==> config.mk <==
export PLATFORM = sky130hd
export DESIGN_NAME = frame_scan_ctrl_flat
export DESIGN_NICKNAME = d
export VERILOG_FILES = /design/src/rtl/frame_scan_ctrl_if.sv /design/src/rtl/frame_scan_ctrl.sv /design/src/flat_wrapper.sv
export SDC_FILE = /design/constraint.sdc
export NUM_CORES = 1
export LEC_CHECK = 0
export ABC_CLOCK_PERIOD_IN_PS = 6200
export CORE_UTILIZATION = 40
export CTS_CLUSTER_DIAMETER = 150
export DETAILED_ROUTE_END_ITERATION = 16
export GPL_TIMING_DRIVEN = 0
export PLACE_DENSITY = 0.7
export REMOVE_ABC_BUFFERS = 1
export SLEW_MARGIN = 20
export SYNTH_ARGS = -nofsm -noshare
export SYNTH_HDL_FRONTEND = slang
export SYNTH_SLANG_ARGS = --single-unit
==> constraint.sdc <==
create_clock -name clk -period 6.2 [get_ports clk]
set_clock_uncertainty 0.15 [all_clocks]
set_input_delay 1.86 -clock clk [delete_from_list [all_inputs] [get_ports clk]]
set_output_delay 1.86 -clock clk [all_outputs]
set_load 0.02 [all_outputs]
==> src/rtl/frame_scan_ctrl_if.sv <==
// Loader-port and pixel-stream bundle between frame_scan_ctrl (master) and the loader/filter side (slave).
// rd_data is combinational from rd_row/rd_col; the stream uses a valid/ready handshake with frame/line markers.
interface frame_scan_ctrl_if #(
  parameter int WIDTH  = 640,
  parameter int HEIGHT = 512,
  parameter int BPP    = 8
);
  localparam int ROW_W = (HEIGHT > 1) ? $clog2(HEIGHT) : 1;
  localparam int COL_W = (WIDTH > 1) ? $clog2(WIDTH) : 1;

  logic             rd_req;
  logic [ROW_W-1:0] rd_row;
  logic [COL_W-1:0] rd_col;
  logic [BPP-1:0]   rd_data;

  logic             m_valid;
  logic             m_ready;
  logic [BPP-1:0]   m_data;
  logic             m_sof;
  logic             m_eol;
  logic             m_eof;

  modport master (
    output rd_req, rd_row, rd_col,
    input  rd_data,
    output m_valid, m_data, m_sof, m_eol, m_eof,
    input  m_ready
  );

  modport slave (
    input  rd_req, rd_row, rd_col,
    output rd_data,
    input  m_valid, m_data, m_sof, m_eol, m_eof,
    output m_ready
  );
endinterface

==> src/rtl/frame_scan_ctrl.sv <==
// Frame loader sequencer: rd_req, LOAD_CYCLES settle, then zero-latency raster stream held under m_ready stalls.
// Define FRAME_SCAN_HBLANK_EN to insert H_BLANK idle cycles after every non-final line.
module frame_scan_ctrl #(
  parameter int WIDTH       = 640,
  parameter int HEIGHT      = 512,
  parameter int BPP         = 8,
  parameter int LOAD_CYCLES = 6,
  parameter int H_BLANK     = 4
) (
  input  logic                clk,
  input  logic                rstb,
  input  logic                start,
  input  logic                abort,
  input  logic [15:0]         num_frames,
  output logic                busy,
  output logic                done,
  output logic [15:0]         frame_idx,
  frame_scan_ctrl_if.master   bus
);

  localparam int ROW_W  = (HEIGHT > 1) ? $clog2(HEIGHT) : 1;
  localparam int COL_W  = (WIDTH > 1) ? $clog2(WIDTH) : 1;
  localparam int WAIT_W = (LOAD_CYCLES > 1) ? $clog2(LOAD_CYCLES) : 1;
  localparam logic [ROW_W-1:0]  LAST_ROW  = ROW_W'(HEIGHT - 1);
  localparam logic [COL_W-1:0]  LAST_COL  = COL_W'(WIDTH - 1);
  localparam logic [WAIT_W-1:0] WAIT_INIT = WAIT_W'(LOAD_CYCLES - 1);
`ifdef FRAME_SCAN_HBLANK_EN
  localparam int BLK_W = (H_BLANK > 1) ? $clog2(H_BLANK) : 1;
  localparam logic [BLK_W-1:0] BLK_INIT = BLK_W'((H_BLANK > 0) ? H_BLANK - 1 : 0);
`endif

  typedef enum logic [2:0] {
    IDLE,
    REQ,
    LOAD_WAIT,
    STREAM,
`ifdef FRAME_SCAN_HBLANK_EN
    BLANK,
`endif
    FRAME_END,
    DONE
  } state_t;

  state_t            state_q, state_d;
  logic [WAIT_W-1:0] wait_q, wait_d;
  logic [15:0]       left_q, left_d;
  logic [15:0]       fidx_q, fidx_d;
  logic [ROW_W-1:0]  row_q, row_d;
  logic [COL_W-1:0]  col_q, col_d;
`ifdef FRAME_SCAN_HBLANK_EN
  logic [BLK_W-1:0]  blank_q, blank_d;
`endif

  logic hs;
  logic last_col;
  logic last_row;

  assign hs       = (state_q == STREAM) && bus.m_ready;
  assign last_col = (col_q == LAST_COL);
  assign last_row = (row_q == LAST_ROW);

  always_ff @(posedge clk or negedge rstb) begin
    if (!rstb) begin
      state_q <= IDLE;
    end else begin
      state_q <= state_d;
    end
  end

  always_comb begin
    state_d = state_q;
    wait_d  = wait_q;
    left_d  = left_q;
    fidx_d  = fidx_q;
    row_d   = row_q;
    col_d   = col_q;
`ifdef FRAME_SCAN_HBLANK_EN
    blank_d = blank_q;
`endif

    case (state_q)
      IDLE: begin
        if (start && !abort) begin
          fidx_d = '0;
          row_d  = '0;
          col_d  = '0;
          if (num_frames == 16'd0) begin
            left_d  = '0;
            state_d = DONE;
          end else begin
            left_d  = num_frames - 16'd1;
            state_d = REQ;
          end
        end
      end
      REQ: begin
        wait_d  = WAIT_INIT;
        state_d = LOAD_WAIT;
      end
      LOAD_WAIT: begin
        if (wait_q == '0) begin
          row_d   = '0;
          col_d   = '0;
          state_d = STREAM;
        end else begin
          wait_d = wait_q - 1'b1;
        end
      end
      STREAM: begin
        if (hs) begin
          if (last_col) begin
            col_d = '0;
            if (last_row) begin
              row_d   = '0;
              state_d = FRAME_END;
            end else begin
              row_d = row_q + 1'b1;
`ifdef FRAME_SCAN_HBLANK_EN
              if (H_BLANK > 0) begin
                blank_d = BLK_INIT;
                state_d = BLANK;
              end
`endif
            end
          end else begin
            col_d = col_q + 1'b1;
          end
        end
      end
`ifdef FRAME_SCAN_HBLANK_EN
      BLANK: begin
        if (blank_q == '0) begin
          state_d = STREAM;
        end else begin
          blank_d = blank_q - 1'b1;
        end
      end
`endif
      FRAME_END: begin
        row_d = '0;
        col_d = '0;
        if (left_q != 16'd0) begin
          left_d  = left_q - 16'd1;
          fidx_d  = fidx_q + 16'd1;
          state_d = REQ;
        end else begin
          state_d = DONE;
        end
      end
      DONE: begin
        state_d = IDLE;
      end
      default: begin
        state_d = IDLE;
      end
    endcase

    // abort overrides everything, including a handshake in the same cycle
    if (abort && (state_q != IDLE)) begin
      state_d = IDLE;
      wait_d  = '0;
      left_d  = '0;
      fidx_d  = '0;
      row_d   = '0;
      col_d   = '0;
`ifdef FRAME_SCAN_HBLANK_EN
      blank_d = '0;
`endif
    end
  end

  always_ff @(posedge clk or negedge rstb) begin
    if (!rstb) begin
      wait_q  <= '0;
      left_q  <= '0;
      fidx_q  <= '0;
      row_q   <= '0;
      col_q   <= '0;
`ifdef FRAME_SCAN_HBLANK_EN
      blank_q <= '0;
`endif
    end else begin
      wait_q  <= wait_d;
      left_q  <= left_d;
      fidx_q  <= fidx_d;
      row_q   <= row_d;
      col_q   <= col_d;
`ifdef FRAME_SCAN_HBLANK_EN
      blank_q <= blank_d;
`endif
    end
  end

  assign busy      = (state_q != IDLE);
  assign done      = (state_q == DONE);
  assign frame_idx = fidx_q;

  assign bus.rd_req  = (state_q == REQ);
  assign bus.rd_row  = row_q;
  assign bus.rd_col  = col_q;
  assign bus.m_valid = (state_q == STREAM);
  assign bus.m_data  = bus.m_valid ? bus.rd_data : '0;
  assign bus.m_sof   = bus.m_valid && (row_q == '0) && (col_q == '0);
  assign bus.m_eol   = bus.m_valid && last_col;
  assign bus.m_eof   = bus.m_valid && last_col && last_row;

endmodule

==> src/flat_wrapper.sv <==
// flat-port wrapper written by rule: the top's interface ports become plain ports
module frame_scan_ctrl_flat 
#(
  parameter int WIDTH       = 640,
  parameter int HEIGHT      = 512,
  parameter int BPP         = 8,
  parameter int LOAD_CYCLES = 6,
  parameter int H_BLANK     = 4
)
  (clk, rstb, start, abort, num_frames, busy, done, frame_idx, bus_rd_req, bus_rd_row, bus_rd_col, bus_rd_data, bus_m_valid, bus_m_data, bus_m_sof, bus_m_eol, bus_m_eof, bus_m_ready);
  frame_scan_ctrl_if #(.WIDTH(WIDTH), .HEIGHT(HEIGHT), .BPP(BPP)) bus_i ();
  input  logic clk;
  input  logic rstb;
  input  logic start;
  input  logic abort;
  input  logic [15:0] num_frames;
  output logic busy;
  output logic done;
  output logic [15:0] frame_idx;
  output wire logic [$bits(bus_i.rd_req)-1:0] bus_rd_req;
  output wire logic [$bits(bus_i.rd_row)-1:0] bus_rd_row;
  output wire logic [$bits(bus_i.rd_col)-1:0] bus_rd_col;
  input wire logic [$bits(bus_i.rd_data)-1:0] bus_rd_data;
  output wire logic [$bits(bus_i.m_valid)-1:0] bus_m_valid;
  output wire logic [$bits(bus_i.m_data)-1:0] bus_m_data;
  output wire logic [$bits(bus_i.m_sof)-1:0] bus_m_sof;
  output wire logic [$bits(bus_i.m_eol)-1:0] bus_m_eol;
  output wire logic [$bits(bus_i.m_eof)-1:0] bus_m_eof;
  input wire logic [$bits(bus_i.m_ready)-1:0] bus_m_ready;
  assign bus_rd_req = bus_i.rd_req;
  assign bus_rd_row = bus_i.rd_row;
  assign bus_rd_col = bus_i.rd_col;
  assign bus_i.rd_data = bus_rd_data;
  assign bus_m_valid = bus_i.m_valid;
  assign bus_m_data = bus_i.m_data;
  assign bus_m_sof = bus_i.m_sof;
  assign bus_m_eol = bus_i.m_eol;
  assign bus_m_eof = bus_i.m_eof;
  assign bus_i.m_ready = bus_m_ready;
  frame_scan_ctrl #(.WIDTH(WIDTH), .HEIGHT(HEIGHT), .BPP(BPP), .LOAD_CYCLES(LOAD_CYCLES), .H_BLANK(H_BLANK)) u_core (.clk(clk), .rstb(rstb), .start(start), .abort(abort), .num_frames(num_frames), .busy(busy), .done(done), .frame_idx(frame_idx), .bus(bus_i));
endmodule
# == Yosys cells after proc, flatten, opt, wreduce, memory -nomap -nowiden ==
# Cells that the tools add are included.
# totals
output_inout_bits,50
reg_bits,57
inputBits,29
word_cells,84
# op_classes
n_mux,35
n_eq_ne,14
n_reduce_logical,23
add_sub_neg,6
# ops
cell,n
two-way mux 16 bit,7
case mux 16 bit (2 select lines),2
two-way mux 9 bit,6
two-way mux 10 bit,5
case mux 10 bit (4 select lines),1
case mux 9 bit (4 select lines),1
subtractor 16 x 1 -> 16 bit (second input constant),2
two-way mux 3 bit,10
adder 16 x 1 -> 16 bit (second input constant),1
zero test 16 bit,1
nonzero test 16 bit,1
case mux 3 bit (5 select lines),1
inequality test 3 bit (second input constant),4
adder 10 x 1 -> 10 bit (second input constant),1
== test 10 bit (second input constant),1
zero test 10 bit,1
AND reduction 5 bit,2
adder 9 x 1 -> 9 bit (second input constant),1
== test 9 bit (second input constant),1
zero test 9 bit,1
inequality test 3 x 1 -> 1 bit (second input constant),3
nonzero test 3 bit,3
two-way mux 8 bit,1
logical AND 1 bit,7
other kinds (11),14

# == Longest topological paths before layout ==
# Gate-level depths: netlist (run 1).
# logic_depth
ltp_word,6
ltp_mapped,9
depth_no_buf,9

# == Worst setup path after synthesis (run 1) ==
# OpenSTA, ideal clock, no wires.
# synth_path
path_kind,in2out
startpoint,input bus_rd_data[0]
endpoint,output bus_m_data[0]
arrival_time_ns,2.070
path_stages,1
n_path_buf,0
required_time_ns,4.190
setup_slack_ns,2.120
path_cell_list,and2_1
# synth_between
elab_chain_cells,1
# synth_lines
element,line_no,text
"start, declared",flat_wrapper.sv:23,input wire logic [$bits(bus_i.rd_data)-1:0] bus_rd_data;
two-way mux 8 bit,frame_scan_ctrl.sv:202,assign bus.m_data = bus.m_valid ? bus.rd_data : '0;
"end, declared",flat_wrapper.sv:25,output wire logic [$bits(bus_i.m_data)-1:0] bus_m_data;
# No other way between the ends.

# == Worst setup path in the final report (run 1) ==
# layout_path
startpoint,input bus_rd_data[6]
endpoint,output bus_m_data[6]
# Same word-level chain as after synthesis.

==> summary.txt, run 1 <==
Detailed Place HPWL: 6740 um
Hold crit path type: register to register
Ant. Diodes: 0
Synth Cell Area: 3790 um^2
# hold bufs at CTS: 0
Final Cycle Share: 81.3%
Clk_lat worst skew: 0.34 ns
Initial core utilization: 41.2%
Routed wl met3: 501 um
Avg Cell Area, Syn: 8.21 um^2
Synth Area in Compound Gates: 22.4%
Fraction of synthesized area in multiplexers: 0.957%
Antenna violations before repair: 0
Share of the synthesized area in the top cell type: 37.6%
Wl on met1: 4380 um
Pre-CTS setup slack: 1.16 ns
Post-CTS Resized: 0
Die ar.: 9870 um^2
Filler cells: 870
Synth area leader: dfrtp_1
First-pass GRT wire length: 15800 um
Flop-to-flop setup slack: 2.82 ns
Avg WL per Cell: 14.8 um
Slew headroom: 33.5%
Clock transition at path regs: 0.07 ns
RSZ-0062 raised after global routing: no
Outcome: finished clean
Synth Area in Adders: 3.63%
Fraction of layout cells with a size suffix above 1: 5.97%
Final hold vios: 0
Max-slew violations: 0
Clock root buffer: clkbuf_8
DR DRC count: 0
Critical path capture point type: primary output
Port buffer count: 78
Max-Cap Viols: 0
FMAX: 0.198 GHz
Worst Hold End: u_core.frame_idx[12]
Total congestion overflow: 0
Fin crit period: 5.04 ns
Area contributors post-synth: dfrtp_1 38%, o21ai_0 6.5%, nor2_1 4.3%
Placed Cells: 631
Startpoint types: primary input
Syn Inst Count: 462
I/O pins: 79
Final setup viols: 0
Crit path arrival time: 3.03 ns
Hold Path Depth: 1
CP required: 4.19 ns
Net switching power: 0.000698 W
FF+latch count, synth: 57
CTS tree: done
Top_reg_cell synth: dfrtp_1
Setup Crit Path Kind: primary input to primary output
Sink Count: 57
Clock Path Buffers: 2
Yosys warning count: 0
Multi-input gate area: 2210 um^2
FF-to-FF path depth: 6
Post-Synth Simple-Gate Area: 28.1%
Top post-synthesis cells by count: 57 x dfrtp_1, 49 x o21ai_0, 43 x nor2_1, 38 x nand2_1, 24 x o21ai_1
Cts bufs inserted: 9
Placer Congestion: 0.887
Internal power: 0.000847 W
Hold_sp: u_core.frame_idx[12]
Die Y: 99.4 um
Slew @ Worst Pin: 0.997 ns
Post-synthesis cell type count: 63
Core box area: 9200 um^2
Worst IR drop on VDD: 0.137 mV
Final std cells w/o fill: 647
Origin of the critical flop-to-flop path: u_core.state_q[2]
Die Width: 99.4 um
Async set-or-reset flop fraction in the synthesized netlist: 100%
Via density: 5.67
P_leak: 1.96 nW
Comb power frac: 46.1%
Sequential share of the synthesized area: 37.6%
DR WL met2: 4520 um
Pin count of the biggest net entering global routing: 56
Area Growth Syn to Fin: 27.3%
Largest family of logic cells by synthesized area: simple AND/OR/NAND/NOR gates
Clk network pwr share: 20.8%
Sw frac: 45.2%
Routed WL: 9570 um
Layout Nets: 571
Setup Buffers After CTS: 0
Initial DRC Count: 182
Post-synth EDFFs: 0
Vias: 3667
Setup tns final: 0 ns
Most common cell in the netlist: dfrtp_1
All-Layer GR Usage: 19.8%
FP Rows: 35
Reg2Reg Capture Point: u_core.left_q[10]
Number of routed nets with antenna violations: 0
CP max FO: 1
CTS H-tree depth: 3
Synth Area in XOR/XNOR: 3.23%
DR pass1 iterations: 5
Sequential Power Share: 33.1%
Cell Pwr Density: 320 nW/um^2
Vias in the first global route: 3284
Max Used Layer: met4
Final Hold Slack: 0.338 ns
Register Area: 1430 um^2
Setup WS post-layout: 1.16 ns
==> cells by family (layout without fill, tap and decap cells) <==
| family | after synthesis | count (layout) |
|---|---|---|
| AOI/OAI and AO/OA | 136 | 136 |
| xor gates and xnor gates | 14 | 14 |
| adders and majority gates | 11 | 11 |
| buffers and inverters | 39 | 113 |
| DFF | 57 | 57 |
| muxes | 3 | 3 |
| and+or+nand+nor | 202 | 202 |
==> cell usage in the layout (no fill, tap or decap), types with 6 or more instances in the layout <==
cell and n:
and3_1 13, nor2b_1 11, o31ai_1 8, inv_1 17, o21ai_1 24, nor2_1 43, or3_1 11, nand2b_1 7
nand3_1 19, clkdlybuf4s50_1 77, xor2_1 8, xnor2_1 6, or4_1 7, ha_1 11, a31oi_1 6, nand2_1 38
o21ai_0 49, a21oi_1 15, and2_1 13, clkbuf_8 9, nor3_1 14, dfrtp_1 57
==> cell type report <==
| cell class | instances | area share (%) |
|---|---|---|
| multi-input cells | 366 | 45.8 |
| flip-flops and latches | 57 | 29.5 |
| repair buffers | 79 | 16.7 |
| well taps | 111 | 2.88 |
| clock buffers | 9 | 2.57 |
| inverters | 18 | 1.40 |
| clock inverters | 7 | 1.14 |
==> worst max-delay path by stage <==
| stage | from | endpoint | slack [ns] | depth (start not counted) |
|---|---|---|---|---|
| finish | bus_rd_data[6] | bus_m_data[6] | 1.16 | 3 |
| global route | bus_rd_data[1] | bus_m_data[1] | 1.13 | 3 |
| CTS | bus_rd_data[6] | bus_m_data[6] | 1.16 | 3 |
| detailed placement | bus_rd_data[6] | bus_m_data[6] | 1.16 | 3 |
| global placement | bus_rd_data[0] | bus_m_data[0] | 1.18 | 3 |
| floorplan | bus_rd_data[0] | bus_m_data[0] | 2.12 | 1 |
==> flip-flops by register name, indices dropped and copies added, names as in the netlist <==
register / cells
u_core.state_q: 3
u_core.wait_q: 3
u_core.left_q: 16
u_core.frame_idx: 16
u_core.bus.rd_row: 9
u_core.bus.rd_col: 10
==> power groups by stage <==
stage / logic [W] / clock network (W) / registers [W]
after detailed placement: 0.000705 / 0 / 0.000516
after global placement: 0.000690 / 0 / 0.000515
final: 0.000713 / 0.000321 / 0.000511
after CTS: 0.000710 / 0.000330 / 0.000510
after floorplan: 0.000484 / 0 / 0.000504
after global routing: 0.000799 / 0.000346 / 0.000524
==> metal layers <==
metal / vias to the layer above / track usage [%]
met5: - / 0
met4: 0 / 8.26
met3: 16 / 3.02
met2: 108 / 30.6
met1: 1719 / 27.7
li1: 1824 / -
==> stage by stage <==
stage	power, W	utilization (%)	cell area [um^2]
6_report	0.00154	52.5	4830
5_1_grt	0.00167	52.5	4830
4_1_cts	0.00155	52.5	4830
3_5_place_dp	0.00122	50.5	4650
3_3_place_gp	0.00121	50.3	4620
2_1_floorplan	0.000988	-	3700
==> critical path, cell delays in order <==
cell             delay (ns)
clkdlybuf4s50_1        0.46
and2_1                 0.11
clkdlybuf4s50_1        0.60
Power figures use the tool's default switching activity.
==> run 2, diff against run 1 <==
- ABC_CLOCK_PERIOD_IN_PS: 6200 -> 5200
- clock period: 6.2 -> 5.2 ns (I/O delays scaled with it)
==> results of run 2 <==
Same layout as run 1 (identical final DEF). Status: finished clean.
Among the figures that moved: setup slack after placement 1.16 ns -> 0.714 ns; setup slack after layout 1.16 ns -> 0.761 ns; register-to-register setup slack 2.82 ns -> 1.82 ns; total power 0.00154 W -> 0.00184 W; worst IR drop on VDD 0.137 mV -> 0.163 mV
==> run 3, diff against run 2 <==
- CTS_BUF_LIST: unset -> sky130_fd_sc_hd__clkbuf_16
- SKIP_LAST_GASP: unset -> 1
==> run 3 against run 2 <==
Register-to-register slack improved by 0.03 ns. Wire length rose by 0.30%. Total power rose by 9.4%. Combinational power barely moved. Maximum frequency barely moved. Global-route usage rose by 0.16 points. Highest routed layer unchanged. Utilization rose by 1.1 points. Non-clock buffer count did not move. First-iteration DRC count rose by 2.7%. Clock power rose by 45%. Design area rose by 2.1%. Final cell count did not move.
==> summary.txt, run 3 (synthesis gave the netlist of run 1 again) <==
Outcome: finished clean (unchanged)
Antenna violations before repair: 0 (unchanged)
Clk_lat worst skew: 0.33 ns (was 0.34 ns)
CP max FO: 1 (unchanged)
Fin crit period: 4.44 ns (about the same)
Setup WS post-layout: 0.760 ns (was 0.761 ns)
CP required: 3.49 ns (about the same)
Pin count of the biggest net entering global routing: 56 (unchanged)
Post-CTS Resized: 0 (unchanged)
DR pass1 iterations: 5 (unchanged)
Initial DRC Count: 187 (was 182)
Sink Count: 57 (unchanged)
Layout Nets: 571 (unchanged)
Filler cells: 859 (was 870)
P_leak: 2.01 nW (was 1.96 nW)
FF-to-FF path depth: 6 (unchanged)
Setup Crit Path Kind: primary input to primary output (unchanged)
Hold crit path type: register to register (unchanged)
First-pass GRT wire length: 15900 um (was 15800 um)
Clock root buffer: clkbuf_16 (was clkbuf_8)
All-Layer GR Usage: 19.9% (was 19.8%)
Area Growth Syn to Fin: 30.0% (was 27.3%)
Hold_sp: u_core.frame_idx[12] (unchanged)
I/O pins: 79 (unchanged)
Routed WL: 9600 um (was 9570 um)
Most frequent cells in the layout: 77 x clkdlybuf4s50_1, 57 x dfrtp_1, 49 x o21ai_0 (unchanged)
Number of routed nets with antenna violations: 0 (unchanged)
Crit path arrival time: 2.73 ns (about the same)
Fraction of layout cells with a size suffix above 1: 5.97% (unchanged)
Final setup viols: 0 (unchanged)
Avg WL per Cell: 14.8 um (about the same)
Ant. Diodes: 0 (unchanged)
Final hold vios: 0 (unchanged)
DR DRC count: 0 (unchanged)
Setup Buffers After CTS: 0 (unchanged)
Vias: 3664 (was 3667)
Port buffer count: 78 (unchanged)
Hold Path Depth: 1 (unchanged)
Startpoint types: primary input (unchanged)
CTS H-tree depth: 3 (unchanged)
Die Width: 99.4 um (unchanged)
RSZ-0062 raised after global routing: no (unchanged)
Reg2Reg Capture Point: u_core.left_q[10] (unchanged)
Final Cycle Share: 85.4% (about the same)
Worst Hold End: u_core.frame_idx[12] (unchanged)
Flop-to-flop setup slack: 1.85 ns (was 1.82 ns)
Critical path capture point type: primary output (unchanged)
Max-slew violations: 0 (unchanged)
FP Rows: 35 (unchanged)
Clock Path Buffers: 2 (unchanged)
Die Y: 99.4 um (unchanged)
# hold bufs at CTS: 0 (unchanged)
Cell Pwr Density: 409 nW/um^2 (was 382 nW/um^2)
Initial core utilization: 41.2% (unchanged)
Setup tns final: 0 ns (unchanged)
Total congestion overflow: 0 (unchanged)
Clock transition at path regs: 0.05 ns (was 0.07 ns)
Cts bufs inserted: 9 (unchanged)
Placer Congestion: 0.887 (unchanged)
Die ar.: 9870 um^2 (unchanged)
Via density: 5.66 (was 5.67)
Vias in the first global route: 3297 (was 3284)
Placed inst area: 4650 um^2 (unchanged)
CTS tree: done (unchanged)
Origin of the critical flop-to-flop path: u_core.state_q[2] (unchanged)
Slew headroom: 31.2% (was 33.5%)
Detailed Place HPWL: 6740 um (unchanged)
Max-Cap Viols: 0 (unchanged)
Core box area: 9200 um^2 (unchanged)
Slew @ Worst Pin: 1.03 ns (was 0.997 ns)
Commonest non-fill, non-tap cell in the layout: clkdlybuf4s50_1 (unchanged)
Pre-CTS setup slack: 0.714 ns (unchanged)
FMAX: 0.225 GHz (about the same)
Design Area, Final: 4930 um^2 (was 4830 um^2)
Worst IR drop on VDD: 0.168 mV (was 0.163 mV)
run 3: cell count changes in the layout (fill, tap and decap cells not counted):
cell	previous run	this run
clkbuf_8	9	0
clkbuf_16	0	9
run 3: power breakdown:
part	leakage (nW)	internal, W	switching, W
Sequential	0.781	0.000515	0.0000951
Clock	0.121	0.000325	0.000229
Combinational	1.11	0.000320	0.000531
run 3: worst max path at each step:
| stage | from | to | cells past startpoint |
|---|---|---|---|
| 2_1_floorplan | num_frames[10] | u_core.left_q[14] | 6 |
| 3_3_place_gp | rstb | u_core.left_q[4] | 1 |
| 3_5_place_dp | abort | u_core.bus.rd_row[5] | 6 |
| 4_1_cts | bus_rd_data[6] | bus_m_data[6] | 3 |
| 5_1_grt | u_core.state_q[1] | bus_m_eof | 5 |
| 6_report | bus_rd_data[6] | bus_m_data[6] | 3 |
run 3: critical path, stage by stage:
cell and delay (ns):
clkdlybuf4s50_1 0.46, and2_1 0.11, clkdlybuf4s50_1 0.60
run 3: area by class of cell:
cell class / instances / area (um^2) / area share, %
clock buffer: 9 / 225 / 4.57
clock inverter: 7 / 55.1 / 1.12
inverter: 18 / 67.6 / 1.37
multi-input combinational: 366 / 2210 / 44.8
sequential: 57 / 1430 / 28.9
tap: 111 / 139 / 2.82
timing repair buffer: 79 / 806 / 16.3
run 3: per-stage QoR:
stage	power, W	hold slack (ns)	cells	util, %
floorplan	0.00118	0.315	441	-
global placement	0.00144	0.328	630	50.3
detailed placement	0.00146	0.328	631	50.5
CTS	0.00201	0.334	647	53.6
global route	0.00216	0.383	647	53.6
finish	0.00201	0.338	647	53.6
run 3: per-layer routing:
metal / share of wire, % / vias up / GRT usage [%]
met3: 4.1 / 8 / 2.88
met1: 47 / 1736 / 27.7
met5: 0 / - / 0
li1: - / 1829 / -
met4: 0.90 / 0 / 8.60
met2: 48 / 91 / 31.1
